## config.mk

```make
export PLATFORM = sky130hd
export DESIGN_NAME = seg7_scan_driver
export DESIGN_NICKNAME = d
export VERILOG_FILES = /design/src/rtl/seg7_scan_driver.sv
export SDC_FILE = /design/constraint.sdc
export NUM_CORES = 1
export LEC_CHECK = 0
export BUFFER_PORTS_ARGS = -buffer_cell sky130_fd_sc_hd__buf_2
export CAP_MARGIN = 20
export CORE_MARGIN = 3
export CORE_UTILIZATION = 60
export CTS_CLUSTER_SIZE = 20
export DETAILED_ROUTE_END_ITERATION = 12
export PLACE_DENSITY = 0.85
export SKIP_LAST_GASP = 1
export SLEW_MARGIN = 20
export SYNTH_ARGS = -nofsm -noshare
export SYNTH_HDL_FRONTEND = slang
export SYNTH_SLANG_ARGS = --single-unit
```

## constraint.sdc

```tcl
create_clock -name clk -period 5.72 [get_ports clk]
set_input_delay 0.858 -clock clk [delete_from_list [all_inputs] [get_ports clk]]
set_output_delay 0.858 -clock clk [all_outputs]
set_load 0.03 [all_outputs]
```

## src/rtl/seg7_scan_driver.sv

```systemverilog
// rtl/seg7_scan_driver.sv - multiplexed N-digit hex 7-segment scan driver with dark inter-digit gap
// Optional: define LEADING_ZERO_BLANK_EN to auto-blank digits above the most-significant non-zero nibble.
module seg7_scan_driver #(
  parameter int NUM_DIGITS    = 4,
  parameter int REFRESH_DIV   = 50000,
  parameter int GAP_CYCLES    = 2,
  parameter int AN_ACTIVE_LOW = 1
) (
  input  logic                      clk,
  input  logic                      rst,
  input  logic                      load,
  input  logic [4*NUM_DIGITS-1:0]   value,
  input  logic [NUM_DIGITS-1:0]     blank_mask,
  output logic [6:0]                seg,
  output logic [NUM_DIGITS-1:0]     an,
  output logic                      frame_start
);

  localparam int CMAX     = (REFRESH_DIV > GAP_CYCLES) ? REFRESH_DIV : GAP_CYCLES;
  localparam int CW       = $clog2(CMAX + 1);
  localparam int IW       = (NUM_DIGITS > 1) ? $clog2(NUM_DIGITS) : 1;
  localparam int GAP_LAST = (GAP_CYCLES > 0) ? GAP_CYCLES - 1 : 0;
  localparam logic [NUM_DIGITS-1:0] AN_OFF = (AN_ACTIVE_LOW != 0) ? {NUM_DIGITS{1'b1}} : {NUM_DIGITS{1'b0}};

  typedef enum logic {SHOW, GAP} state_t;

  state_t                    state;
  logic [CW-1:0]             cnt;
  logic [IW-1:0]             idx;
  logic [IW-1:0]             next_idx;
  logic [4*NUM_DIGITS-1:0]   shadow_val;
  logic [NUM_DIGITS-1:0]     shadow_mask;
  logic [NUM_DIGITS-1:0]     blank_vec;
  logic [NUM_DIGITS-1:0]     onehot;
  logic [3:0]                nib;
  logic                      sel_blank;

  function automatic logic [6:0] glyph(input logic [3:0] h);
    case (h)
      4'h0: glyph = 7'b1000000;
      4'h1: glyph = 7'b1111001;
      4'h2: glyph = 7'b0100100;
      4'h3: glyph = 7'b0110000;
      4'h4: glyph = 7'b0011001;
      4'h5: glyph = 7'b0010010;
      4'h6: glyph = 7'b0000010;
      4'h7: glyph = 7'b1111000;
      4'h8: glyph = 7'b0000000;
      4'h9: glyph = 7'b0010000;
      4'hA: glyph = 7'b0001000;
      4'hB: glyph = 7'b0000011;
      4'hC: glyph = 7'b1000110;
      4'hD: glyph = 7'b0100001;
      4'hE: glyph = 7'b0000110;
      default: glyph = 7'b0001110;
    endcase
  endfunction

`ifdef LEADING_ZERO_BLANK_EN
  // Walk down from the top digit; a digit stays dark while every nibble at or above it is zero.
  always_comb begin
    logic any_nz;
    any_nz    = 1'b0;
    blank_vec = shadow_mask;
    for (int i = NUM_DIGITS - 1; i >= 1; i--) begin
      any_nz = any_nz | (|shadow_val[4*i +: 4]);
      if (!any_nz) blank_vec[i] = 1'b1;
    end
  end
`else
  always_comb blank_vec = shadow_mask;
`endif

  always_comb begin
    nib       = 4'h0;
    onehot    = '0;
    sel_blank = 1'b0;
    for (int i = 0; i < NUM_DIGITS; i++) begin
      if (idx == IW'(i)) begin
        nib       = shadow_val[4*i +: 4];
        onehot[i] = 1'b1;
        sel_blank = blank_vec[i];
      end
    end
  end

  assign next_idx = (idx == IW'(NUM_DIGITS - 1)) ? '0 : idx + IW'(1);

  always_ff @(posedge clk) begin
    if (rst) begin
      state       <= SHOW;
      cnt         <= '0;
      idx         <= '0;
      shadow_val  <= '0;
      shadow_mask <= '0;
      seg         <= 7'b1111111;
      an          <= AN_OFF;
      frame_start <= 1'b0;
    end else begin
      if (load) begin
        shadow_val  <= value;
        shadow_mask <= blank_mask;
      end

      case (state)
        SHOW: begin
          if (cnt == CW'(REFRESH_DIV - 1)) begin
            cnt <= '0;
            if (GAP_CYCLES > 0) state <= GAP;
            else                idx   <= next_idx;
          end else begin
            cnt <= cnt + CW'(1);
          end
        end
        default: begin
          if (cnt == CW'(GAP_LAST)) begin
            cnt   <= '0;
            idx   <= next_idx;
            state <= SHOW;
          end else begin
            cnt <= cnt + CW'(1);
          end
        end
      endcase

      // Outputs trail state/index by one cycle; a blanked digit keeps its anode on for constant duty.
      if (state == SHOW) begin
        an          <= (AN_ACTIVE_LOW != 0) ? ~onehot : onehot;
        seg         <= sel_blank ? 7'b1111111 : glyph(nib);
        frame_start <= (idx == '0) && (cnt == '0);
      end else begin
        an          <= AN_OFF;
        seg         <= 7'b1111111;
        frame_start <= 1'b0;
      end
    end
  end

endmodule

```

==> impl_metrics.env <==
export IMPL_run_status="complete, no violations"
export IMPL_syn_nets=295
export IMPL_worstSkewPairLatency_ns=0.30
export IMPL_finalPower_uw=691
export IMPL_r2r_slack_ns=3.29
export IMPL_dominant_combinational_cell_family_by_area_after_synthesis="simple AND/OR/NAND/NOR gates"
export IMPL_synth_compound_area_share_pct=8.93
export IMPL_worst_endpoint_required_ns=5.86
export IMPL_fillCellCount=314
export IMPL_first_pass_grt_wire_length_mm=7.51
export IMPL_post_synth_mux_area_share_pct=9.19
export IMPL_tritoncts="done"
export IMPL_hold_violations=0
export IMPL_wl_mm=4.53
export IMPL_power_density_cell_area_mw_per_mm2=261
export IMPL_worst_setup_hold_path_clk_slew_ns=0.08
export IMPL_grtUsageTotal_pct=18.8
export IMPL_cellLeakagePower_nw=1.13
export IMPL_cts_num_sinks=51
export IMPL_synthFlopType="sky130_fd_sc_hd__dfxtp_1"
export IMPL_synth_lib_cells_used_distinct=45
export IMPL_initial_core_util_pct=64.0
export IMPL_path_cells="ha_1 -> a211oi_1 -> a211o_1 -> ha_1 -> or3_2 -> o21ai_0 -> o21ai_1"
export IMPL_cp_top_family="adder cells"
export IMPL_setup_buffers_after_cts=0
export IMPL_first_global_vias=1778
export IMPL_grt_overflow_total=0
export IMPL_worst_hold_path_endpoint="cnt[0]$_SDFF_PP0_"
export IMPL_critPathKind="flop to flop"
export IMPL_chipWidth_microns=69.2
export IMPL_synth_async_sr_flop_share_pct=0
export IMPL_syn_avg_cell_area_sq_um=9.25
export IMPL_timing_rr_start="idx[0]$_SDFFE_PP0P_"
export IMPL_worst_hold_path_type="flop to flop"
export IMPL_worst_path_max_fanout=15
export IMPL_number_of_diodes_added_for_antenna_fixing=0
export IMPL_wl_per_cell_microns=13.5
export IMPL_arrival_ns=2.57
export IMPL_place_congestion=0.881
export IMPL_post_synthesis_share_of_cell_area_spent_on_and_or_nand_and_nor_gates_pct=22.2
export IMPL_fmaxAchievable_mhz=412
export IMPL_crit_top_cell="sky130_fd_sc_hd__ha_1"
export IMPL_vdd_ir_drop_max_mv=0.171
export IMPL_mappedNetlistArea_sq_mm=0.00240
export IMPL_area_sequential_sq_mm=0.00102
export IMPL_worst_hold_path_num_cells=1
export IMPL_synth_yosys_seq_area_share_pct=42.6
export IMPL_worst_setup_path_start_kind="flop"
export IMPL_synth_enable_flop_cells=0
export IMPL_dieArea_sq_mm=0.00479
export IMPL_cp_end_kind="flop"
export IMPL_fp_coreArea_sq_mm=0.00374
export IMPL_finalSetupViolations=0
export IMPL_cp_num_buf_inv=0
export IMPL_cts_buffers=5
export IMPL_ioPinCount=35
export IMPL_number_of_antenna_violations_at_the_first_check_in_global_routing=0
export IMPL_synth_xor_area_share_pct=5.12
export IMPL_detail_route_antenna_nets=0
export IMPL_fin_setup_tns_ns=0
export IMPL_detail_route_first_pass_iterations=4
export IMPL_area_growth_pct=10.5
export IMPL_yosys_register_bits=51
export IMPL_drtIter0Drc=144
export IMPL_grt_max_degree=27
export IMPL_drv_max_cap_violation_count=0
export IMPL_drt_drc_violations_left=0
export IMPL_arithmetic_cell_share_of_the_synthesized_area_counting_full_adders_half_adders_and_majority_gates_pct=6.79
export IMPL_synthesis_yosys_warnings=0
export IMPL_root_buffer="sky130_fd_sc_hd__clkbuf_8"
export IMPL_hold_path_startpoint="cnt[0]$_SDFF_PP0_"
export IMPL_finalMaxSlewViolations=0
export IMPL_ctsHtreeMaxLevel=2
export IMPL_worst_slew_pin_slew_ns=0.845
export IMPL_cts_resized=0
export IMPL_regToRegEndpoint="seg[0]$_SDFF_PP1_"
export IMPL_rows=22
export IMPL_multi_input_area_sq_mm=0.00125
export IMPL_io_buffer_count=34
export IMPL_die_height_microns=69.2
export IMPL_clk_path_buf_depth=2
export IMPL_cp_peak_stage_delay_ns=0.50
export IMPL_cell_count_after_synthesis=259
export IMPL_final_period_minus_worst_setup_slack_ns=2.43
export IMPL_rsz0062_at_grt="false"
export IMPL_num_vias=1839
export IMPL_fin_skew_ns=0.00815
export IMPL_detail_route_vias_per_cell=5.47
export IMPL_slew_limit_headroom_pct=43.7
export IMPL_rr_worst_depth=7
export IMPL_ratio_of_cells_with_drive_above_1_in_the_final_layout_pct=16.7
export IMPL_cpMaxStageDelayCell="sky130_fd_sc_hd__ha_1"
export IMPL_ctsHoldBuffers=0
export IMPL_dp_hpwl_mm=3.41
export IMPL_finish_net_count=324
export IMPL_period_share_pct=42.5
-- state kept, by name, indices dropped and copies added, names as in the netlist --
signal	flops
idx	2
state	1
blank_vec	4
shadow_val	16
seg	7
cnt	16
an	4
frame_start	1
-- cells in the final DEF, fill, tap and decap left out, types with 2 or more instances in the layout --
cell,n
sky130_fd_sc_hd__dfxtp_1,51
sky130_fd_sc_hd__a211oi_1,2
sky130_fd_sc_hd__o221ai_1,2
sky130_fd_sc_hd__a211o_1,3
sky130_fd_sc_hd__xor2_1,8
sky130_fd_sc_hd__ha_1,13
sky130_fd_sc_hd__buf_2,34
sky130_fd_sc_hd__nand2_1,21
sky130_fd_sc_hd__o211ai_1,3
sky130_fd_sc_hd__xnor2_1,6
sky130_fd_sc_hd__clkbuf_8,5
sky130_fd_sc_hd__nor4_1,4
sky130_fd_sc_hd__nor3_1,5
sky130_fd_sc_hd__o21ai_0,4
sky130_fd_sc_hd__nor3b_1,4
sky130_fd_sc_hd__a21oi_1,5
sky130_fd_sc_hd__mux2i_1,22
sky130_fd_sc_hd__nor2b_1,3
sky130_fd_sc_hd__nand3_1,9
sky130_fd_sc_hd__nand3b_1,4
sky130_fd_sc_hd__nor2_1,46
sky130_fd_sc_hd__inv_1,11
-- cell usage after synthesis, types with 2 or more instances --
| cell type | count | share of area [%] |
|---|---|---|
| sky130_fd_sc_hd__a21oi_1 | 5 | 1.0 |
| sky130_fd_sc_hd__nand3b_1 | 4 | 1.3 |
| sky130_fd_sc_hd__nor3b_1 | 4 | 1.3 |
| sky130_fd_sc_hd__ha_1 | 13 | 6.8 |
| sky130_fd_sc_hd__a211o_1 | 3 | 1.1 |
| sky130_fd_sc_hd__mux2i_1 | 22 | 9.2 |
| sky130_fd_sc_hd__buf_2 | 2 | 0.42 |
| sky130_fd_sc_hd__a211oi_1 | 2 | 0.63 |
| sky130_fd_sc_hd__nor4_1 | 4 | 1.0 |
| sky130_fd_sc_hd__nor2b_1 | 3 | 0.78 |
| sky130_fd_sc_hd__inv_1 | 11 | 1.7 |
| sky130_fd_sc_hd__o211ai_1 | 3 | 0.94 |
| sky130_fd_sc_hd__o21ai_0 | 4 | 0.84 |
| sky130_fd_sc_hd__buf_6 | 4 | 1.9 |
| sky130_fd_sc_hd__nor2_1 | 46 | 7.2 |
| sky130_fd_sc_hd__o221ai_1 | 2 | 0.73 |
| sky130_fd_sc_hd__nor3_1 | 5 | 1.0 |
| sky130_fd_sc_hd__xor2_1 | 8 | 2.9 |
| sky130_fd_sc_hd__nand2_1 | 21 | 3.3 |
| sky130_fd_sc_hd__clkbuf_1 | 5 | 0.78 |
| sky130_fd_sc_hd__dfxtp_1 | 51 | 43 |
| sky130_fd_sc_hd__xnor2_1 | 6 | 2.2 |
| sky130_fd_sc_hd__nand3_1 | 9 | 1.9 |
-- logic make-up after synthesis --
kind of cell | count (synthesis)
muxes | 22
and+or+nand+nor | 108
AOI/OAI and AO/OA | 28
xor gates and xnor gates | 14
adders and majority gates | 13
buffers and inverters | 23
DFF | 51
-- power breakdown --
group          internal, mW  switching (mW)  total [mW]
Combinational        0.0321          0.0473      0.0794
Sequential            0.371         0.00909       0.380
Clock                 0.128           0.103       0.231
Total                 0.531           0.159       0.691
-- cell type report --
cell class | instances | area share [%]
inverter | 11 | 1.56
clock inverter | 1 | 1.13
clock buffer | 6 | 2.74
multi-input combinational | 185 | 47.3
sequential | 51 | 38.6
timing repair buffer | 34 | 6.43
tap | 48 | 2.27
-- worst max path at each step --
stage	from	end	cells past startpoint
2_1_floorplan	idx[0]$_SDFFE_PP0P_	seg[0]$_SDFF_PP1_	8
3_3_place_gp	idx[0]$_SDFFE_PP0P_	seg[0]$_SDFF_PP1_	7
3_5_place_dp	idx[0]$_SDFFE_PP0P_	seg[0]$_SDFF_PP1_	7
4_1_cts	idx[0]$_SDFFE_PP0P_	seg[0]$_SDFF_PP1_	7
5_1_grt	idx[0]$_SDFFE_PP0P_	seg[0]$_SDFF_PP1_	7
6_report	idx[0]$_SDFFE_PP0P_	seg[0]$_SDFF_PP1_	7
-- per-layer routing --
layer	part of all wire (%)	wire (microns)	global-route usage [%]	up-vias
met5	0	0	0	-
met4	1.8	82	5.86	0
met3	5.6	256	4.93	11
met2	50	2260	33.7	52
met1	43	1930	21.8	838
li1	-	-	-	938
-- worst reg2reg max path, cell delays in order, from the launching register on --
cell and delay [ns]:
sky130_fd_sc_hd__dfxtp_1 0.40, sky130_fd_sc_hd__ha_1 0.50, sky130_fd_sc_hd__a211oi_1 0.11, sky130_fd_sc_hd__a211o_1 0.39
sky130_fd_sc_hd__ha_1 0.23, sky130_fd_sc_hd__or3_2 0.46, sky130_fd_sc_hd__o21ai_0 0.09, sky130_fd_sc_hd__o21ai_1 0.10
-- metrics by stage --
step	hold slack [ns]	utilization, %	area [sq um]	std cells	setup slack, ns
after floorplan	0.452	-	2400	259	3.55
after global placement	0.474	68.0	2540	329	3.43
after detailed placement	0.482	68.0	2540	329	3.32
after CTS	0.512	70.7	2650	336	3.30
after global routing	0.540	70.7	2650	336	3.12
final	0.504	70.7	2650	336	3.29
Power figures use the tool's default switching activity.
